`config.mk`:
```
export PLATFORM = sky130hd
export DESIGN_NAME = stim_drive_misr
export DESIGN_NICKNAME = d
export VERILOG_FILES = /design/src/rtl/stim_pkg.sv /design/src/rtl/stim_drive_misr_misr96.sv /design/src/rtl/stim_drive_misr.sv
export SDC_FILE = /design/constraint.sdc
export NUM_CORES = 1
export LEC_CHECK = 0
export BUFFER_PORTS_ARGS = -buffer_cell sky130_fd_sc_hd__buf_2
export CORE_AREA = 8 8 200 202
export DETAILED_ROUTE_END_ITERATION = 8
export DIE_AREA = 0 0 208 210
export GPL_TIMING_DRIVEN = 0
export PLACE_DENSITY_LB_ADDON = 0.1
export REMOVE_ABC_BUFFERS = 1
export SLEW_MARGIN = 5
export SYNTH_ARGS = -nofsm -noshare
export SYNTH_HDL_FRONTEND = slang
export SYNTH_HIERARCHICAL = 1
export SYNTH_SLANG_ARGS = --single-unit
export TNS_END_PERCENT = 100
```
`constraint.sdc`:
```
create_clock -name clkin -period 3.5 [get_ports clkin]
set_input_delay 0.35 -clock clkin [delete_from_list [all_inputs] [get_ports clkin]]
set_output_delay 0.35 -clock clkin [all_outputs]
set_load 0.02 [all_outputs]
```
`src/rtl/stim_pkg.sv`:
```
// rtl/stim_pkg.sv - shared types, constants and helpers for the stimulus driver / MISR block
package stim_pkg;

    typedef enum logic [1:0] {
        IDLE  = 2'd0,
        RUN   = 2'd1,
        DRAIN = 2'd2,
        DONE  = 2'd3
    } stim_state_e;

    localparam int STIM_DATA_W  = 96;
    localparam int STIM_CLKIN_W = 160;
    localparam int STIM_LFSR_W  = 32;

    localparam logic [STIM_LFSR_W-1:0] STIM_XOR_MASK     = 32'hA5A5A5A5;
    localparam logic [STIM_LFSR_W-1:0] STIM_POLY_DEFAULT = 32'h80200003;

    // One LFSR word fans out to the whole DUT input bus.
    function automatic logic [STIM_DATA_W-1:0] stim_expand(input logic [STIM_LFSR_W-1:0] lfsr);
        return {lfsr, lfsr ^ STIM_XOR_MASK, ~lfsr};
    endfunction

    function automatic logic [STIM_LFSR_W-1:0] stim_lfsr_next(input logic [STIM_LFSR_W-1:0] lfsr,
                                                             input logic [STIM_LFSR_W-1:0] poly);
        return lfsr[0] ? ((lfsr >> 1) ^ poly) : (lfsr >> 1);
    endfunction

endpackage

```
`src/rtl/stim_drive_misr_misr96.sv`:
```
// rtl/stim_drive_misr_misr96.sv - 96-bit rotate-and-XOR signature register (probe input with STIM_PROBE_EN)
module misr96
    import stim_pkg::*;
(
    input  logic                   clk_i,
    input  logic                   rst_ni,
    input  logic                   clr_i,
    input  logic                   en_i,
    input  logic [STIM_DATA_W-1:0] data_i,
`ifdef STIM_PROBE_EN
    input  logic [31:0]            probe_i,
`endif
    output logic [STIM_DATA_W-1:0] sig_o
);

    logic [STIM_DATA_W-1:0] sig_q;
    logic [STIM_DATA_W-1:0] sig_d;

    always_comb begin
        sig_d = sig_q;
        if (clr_i) begin
            sig_d = '0;
        end else if (en_i) begin
            sig_d = {sig_q[STIM_DATA_W-2:0], sig_q[STIM_DATA_W-1]} ^ data_i;
`ifdef STIM_PROBE_EN
            sig_d = sig_d ^ {64'b0, probe_i};
`endif
        end
    end

    always_ff @(posedge clk_i or negedge rst_ni) begin
        if (!rst_ni) begin
            sig_q <= '0;
        end else begin
            sig_q <= sig_d;
        end
    end

    assign sig_o = sig_q;

endmodule

```
`src/rtl/stim_drive_misr.sv`:
```
// rtl/stim_drive_misr.sv - LFSR stimulus driver and MISR responder for the fuzzed DUT (option: STIM_PROBE_EN)
module stim_drive_misr
    import stim_pkg::*;
#(
    parameter int                     DRAIN_STEPS = 4,
    parameter int                     CNT_W       = 16,
    parameter logic [STIM_LFSR_W-1:0] POLY        = STIM_POLY_DEFAULT
) (
    input  logic                    clkin,
    input  logic                    rst_n,
    input  logic                    start_i,
    input  logic [STIM_LFSR_W-1:0]  seed_i,
    input  logic [CNT_W-1:0]        num_steps_i,
    output logic                    busy_o,
    output logic                    done_o,
    output logic [STIM_CLKIN_W-1:0] clkin_data_o,
    output logic [STIM_DATA_W-1:0]  in_data_o,
    input  logic [STIM_DATA_W-1:0]  out_data_i,
    input  logic [31:0]             probe_data_i,
    output logic [STIM_DATA_W-1:0]  signature_o
);

    localparam logic [CNT_W-1:0] CNT_ONE        = CNT_W'(1);
    localparam logic [CNT_W-1:0] DRAIN_LAST_CNT = CNT_W'(DRAIN_STEPS - 1);

    stim_state_e              state_q, state_d;
    logic                     phase_q, phase_d;
    logic [STIM_LFSR_W-1:0]   lfsr_q, lfsr_d;
    logic [STIM_DATA_W-1:0]   in_data_q, in_data_d;
    logic [CNT_W-1:0]         cnt_q, cnt_d;
    logic [CNT_W-1:0]         nsteps_q, nsteps_d;

    logic                     misr_clr;
    logic                     misr_en;
    logic [STIM_LFSR_W-1:0]   seed_eff;
    logic [STIM_LFSR_W-1:0]   lfsr_step;

    assign seed_eff  = (seed_i == '0) ? 32'd1 : seed_i;
    assign lfsr_step = stim_lfsr_next(lfsr_q, POLY);

    always_comb begin
        state_d   = state_q;
        phase_d   = phase_q;
        lfsr_d    = lfsr_q;
        in_data_d = in_data_q;
        cnt_d     = cnt_q;
        nsteps_d  = nsteps_q;
        misr_clr  = 1'b0;
        misr_en   = 1'b0;

        case (state_q)
            IDLE, DONE: begin
                phase_d = 1'b0;
                if (start_i) begin
                    lfsr_d   = seed_eff;
                    cnt_d    = '0;
                    nsteps_d = num_steps_i;
                    misr_clr = 1'b1;
                    if (num_steps_i == '0) begin
                        state_d = DONE;
                    end else begin
                        state_d   = RUN;
                        in_data_d = stim_expand(seed_eff);
                    end
                end
            end

            RUN: begin
                phase_d = ~phase_q;
                // Leaving phase 1 closes a step: absorb the DUT response, then advance.
                if (phase_q) begin
                    misr_en = 1'b1;
                    if (cnt_q == (nsteps_q - CNT_ONE)) begin
                        cnt_d   = '0;
                        state_d = (DRAIN_STEPS == 0) ? DONE : DRAIN;
                    end else begin
                        cnt_d     = cnt_q + CNT_ONE;
                        lfsr_d    = lfsr_step;
                        in_data_d = stim_expand(lfsr_step);
                    end
                end
            end

            DRAIN: begin
                phase_d = ~phase_q;
                if (phase_q) begin
                    misr_en = 1'b1;
                    if (cnt_q == DRAIN_LAST_CNT) begin
                        cnt_d   = '0;
                        state_d = DONE;
                    end else begin
                        cnt_d = cnt_q + CNT_ONE;
                    end
                end
            end

            default: begin
                state_d = IDLE;
                phase_d = 1'b0;
            end
        endcase
    end

    always_ff @(posedge clkin or negedge rst_n) begin
        if (!rst_n) begin
            state_q   <= IDLE;
            phase_q   <= 1'b0;
            lfsr_q    <= 32'd1;
            in_data_q <= '0;
            cnt_q     <= '0;
            nsteps_q  <= '0;
        end else begin
            state_q   <= state_d;
            phase_q   <= phase_d;
            lfsr_q    <= lfsr_d;
            in_data_q <= in_data_d;
            cnt_q     <= cnt_d;
            nsteps_q  <= nsteps_d;
        end
    end

    misr96 u_misr (
        .clk_i   (clkin),
        .rst_ni  (rst_n),
        .clr_i   (misr_clr),
        .en_i    (misr_en),
        .data_i  (out_data_i),
`ifdef STIM_PROBE_EN
        .probe_i (probe_data_i),
`endif
        .sig_o   (signature_o)
    );

`ifndef STIM_PROBE_EN
    logic unused_probe;
    assign unused_probe = ^probe_data_i;
`endif

    assign busy_o       = (state_q == RUN) || (state_q == DRAIN);
    assign done_o       = (state_q == DONE);
    assign clkin_data_o = {{(STIM_CLKIN_W-1){1'b0}}, phase_q};
    assign in_data_o    = in_data_q;

endmodule

```
==> parameters.txt <==
Parameter                              Value

Run status
  Status    finished, final reports clean

Synthesis
  Dominant register cell in the synthesized netlist    sky130_fd_sc_hd__dfrtp_1
  Cells after Synth    1193
  FFs w/ async S/R, synth    between 90% and 100%
  Synthesis-stage register bit count    227
  Area share of the leading cell type in the synthesized netlist    45.12%
  Ranking of synthesized cells by instance count    sky130_fd_sc_hd__dfrtp_1, sky130_fd_sc_hd__buf_4, sky130_fd_sc_hd__nor2_1
  Synthesized area    ~13000 um^2
  Distinct cell type count of the synthesized netlist    55
  Area leader, netlist    sky130_fd_sc_hd__dfrtp_1
  Count of flip-flops with a built-in enable after synthesis    0
  Ranking of synthesized cells by area    sky130_fd_sc_hd__dfrtp_1, sky130_fd_sc_hd__buf_4, sky130_fd_sc_hd__mux2_2, sky130_fd_sc_hd__xnor2_1, sky130_fd_sc_hd__a211oi_1
  Per-instance average area after synthesis    10.51 um^2
  Most frequent cell after synthesis    sky130_fd_sc_hd__dfrtp_1
  Ys Warns    6
  Sequential cell area fraction in the yosys report    between 40% and 50%

Placement
  Total half-perimeter wirelength after legalization and detailed placement    between 20 and 30 mm
  Final Wtd Congestion    between 0.7 and 0.8
  DP Area    roughly 14000 um^2
  Quantity of I/O buffers inserted on ports    341

Power
  Pwr/cell area    between 600 and 700 nW/um^2
  Max IR drop VDD    0.3992 mV
  Final Total Pwr    9.439 mW
  Leakage power figure    7.214 nW

Clock tree
  Clock slew at the register clock pins of the worst setup and hold paths    0.06 ns
  Total clock sinks    227
  Number of H-tree levels    1
  TritonCTS clock tree    built
  Inserted Clock Buffers    27
  Max clock buf depth    3
  Cell at the root of the clock tree    sky130_fd_sc_hd__clkbuf_16
  Skew-Pair Late Insertion Delay    0.54 ns

Critical path
  Launch point of the worst reg-to-reg path    nsteps_q[3]$_DFFE_PN0P_
  Data required time at the worst endpoint    3.91 ns
  Startpoint types    flop
  CP Max Fanout    18
  Startpoint-to-endpoint class of the critical path    reg -> reg
  Worst path arrival time    3.70 ns
  Crit path launch    nsteps_q[3]$_DFFE_PN0P_
  Reg2reg path depth    7
  CP endpoint kind    flop

STA
  Max-slew headroom at the worst pin    35.99%
  Final Cycle Share    93.76%
  Worst Hold Slack    about 0.038 ns
  Setup TNS Final    0 ns
  Upper clock frequency limit    about 300 MHz
  Final Critical Period    3.282 ns
  Max Clock Skew    0.01185 ns
  RSZ-0062 raised after global routing    no
  Count of endpoints failing hold in the final timing report    0
  Pin slew with the least headroom to its limit    0.9601 ns
  # setup viols final    0
  Slew Limit Fails    0

Die
  Placeable core region    36960 um^2
  Initial core utilization    33.92%
  Chip Width    208 um
  Io pins    533
  Number of standard-cell rows in the floorplan    71
  Total die area    43680 um^2
  Die Ht    210 um

Worst hold path
  Origin of the worst min-delay path    num_steps_i[1]
  Hold depth    3
  Class of the worst hold path    in -> reg

Route
  Post-route antenna net violation count    0
  Via density per instance    4.546
  Count of TritonRoute iterations in the first routing pass    4
  DRC violations left    0
  Via total after detailed routing    9011
  Total wirelength of the detailed-routed design    36.02 mm
  Per-cell routed wire length    18.18 um
  First DRT Iteration DRCs    around 330

Layout
  Area of all sequential standard cells    about 5700 um^2
  Relative area change from synthesis to final layout    19.91%
  Post-Layout Inst Area    15030 um^2
  Layout cells sized above 1    roughly a third
  Final core utilization    40.67%
  Multi-input combinational cell area    5570 um^2
  Number of nets in the finished design    1667
  Number of fill cells in the layout    roughly 3700

Global route
  Number of global-route vias before repair    9558
  Antenna violations before repair    11
  Pin count of the biggest net entering global routing    between 100 and 150
  Global-route wire length before repair    56.57 mm
  Total routing usage reported by global routing    15.87%
  Global route total overflow    0

Run
  Number of maximum-capacitance violations    0
[final timing paths]
kind,to,slack (ns)
setup / recovery,state_q[1]$_DFFE_PN0P_,0.22
hold reg to reg,lfsr_q[24]$_DFFE_PN0P_,0.50
min in group asynchronous,in_data_o[42]$_DFFE_PN0P_,0.26
setup reg to reg,state_q[1]$_DFFE_PN0P_,0.22
hold / removal,nsteps_q[1]$_DFFE_PN0P_,0.04
max in group asynchronous,u_misr/sig_o[62]$_DFFE_PN0P_,2.40
[where the power goes]
part,internal (mW),switching [mW]
logic,1.14,1.62
registers,3.21,0.615
clock network,1.72,1.15
[flip-flops by register name, indices dropped and copies added (netlist names)]
register / flops
in_data_o: 64
state_q: 2
phase_q: 1
cnt_q: 16
lfsr_q: 32
u_misr/sig_o: 96
nsteps_q: 16
[critical path, stage by stage (launching register included)]
cell                      delay [ns]
sky130_fd_sc_hd__dfrtp_1        0.48
sky130_fd_sc_hd__nor4_4         0.57
sky130_fd_sc_hd__nand4_1        0.19
sky130_fd_sc_hd__xnor2_1        0.17
sky130_fd_sc_hd__a211o_1        0.32
sky130_fd_sc_hd__o41a_2         0.69
sky130_fd_sc_hd__or3_4          0.45
sky130_fd_sc_hd__mux2_4         0.30
[cell families (layout without fill, tap and decap cells)]
family | count (synthesis) | count (layout) | synth area share, %
and+or+nand+nor | 244 | 244 | 9.084
buffers and inverters | 307 | 459 | 15.56
other | 1 | 164 | 0.02992
DFF | 227 | 227 | 45.33
xor gates and xnor gates | 116 | 116 | 8.215
muxes | 140 | 140 | 12.24
adders and majority gates | 6 | 6 | 0.5989
AOI/OAI and AO/OA | 152 | 152 | 8.944
[metrics by stage]
step | std cells | worst slack, ns
after floorplan | 1096 | -5.805
after global placement | 1911 | -11.13
after detailed placement | 1924 | -0.5621
after CTS | 1977 | 0.1430
after global routing | 1980 | 0.004095
final | 1982 | 0.2183
[layout by cell type (no fill, tap or decap), types with 8 or more instances in the layout]
cell type	instances
sky130_fd_sc_hd__mux2_2	102
sky130_fd_sc_hd__xnor2_1	106
sky130_fd_sc_hd__nand2_1	42
sky130_fd_sc_hd__buf_2	340
sky130_fd_sc_hd__dfrtp_1	226
sky130_fd_sc_hd__xor2_1	9
sky130_fd_sc_hd__o21ai_0	12
sky130_fd_sc_hd__inv_1	51
sky130_fd_sc_hd__nand4_1	10
sky130_fd_sc_hd__nor4_1	19
sky130_fd_sc_hd__nor2_1	116
sky130_fd_sc_hd__buf_12	8
sky130_fd_sc_hd__mux2i_1	37
sky130_fd_sc_hd__clkbuf_8	11
sky130_fd_sc_hd__conb_1	159
sky130_fd_sc_hd__nand3_1	12
sky130_fd_sc_hd__clkbuf_16	27
sky130_fd_sc_hd__o211ai_1	10
sky130_fd_sc_hd__a211oi_1	96
[repair_timing]
| item | 4_1_cts | 5_1_grt |
|---|---|---|
| endpoints found under the hold margin | 31 | 0 |
| buffers inserted | 2 | 0 |
| hold buffers | 1 | 0 |
| resized for setup | 4 | 2 |
| setup endpoints to repair | 99 | 28 |
| pin swaps | 1 | 0 |
| gates cloned | 0 | 0 |
[per-layer routing]
metal	global-route usage, %	vias up	wire length, um
met5	0	-	71
met4	3.059	12	504
met3	7.515	47	3823
met2	26.40	337	17130
met1	18.68	4281	14500
li1	-	4334	-
[layout make-up]
cell class                 count  area share (%)
antenna                        5         0.08324
clock buffer                  42           5.602
clock inverter                 8          0.4745
inverter                      52           1.332
multi-input combinational    817           37.06
sequential                   227           37.80
tap                          474           3.946
timing repair buffer         357           13.70
No activity file was read; power rests on OpenSTA's default activity.
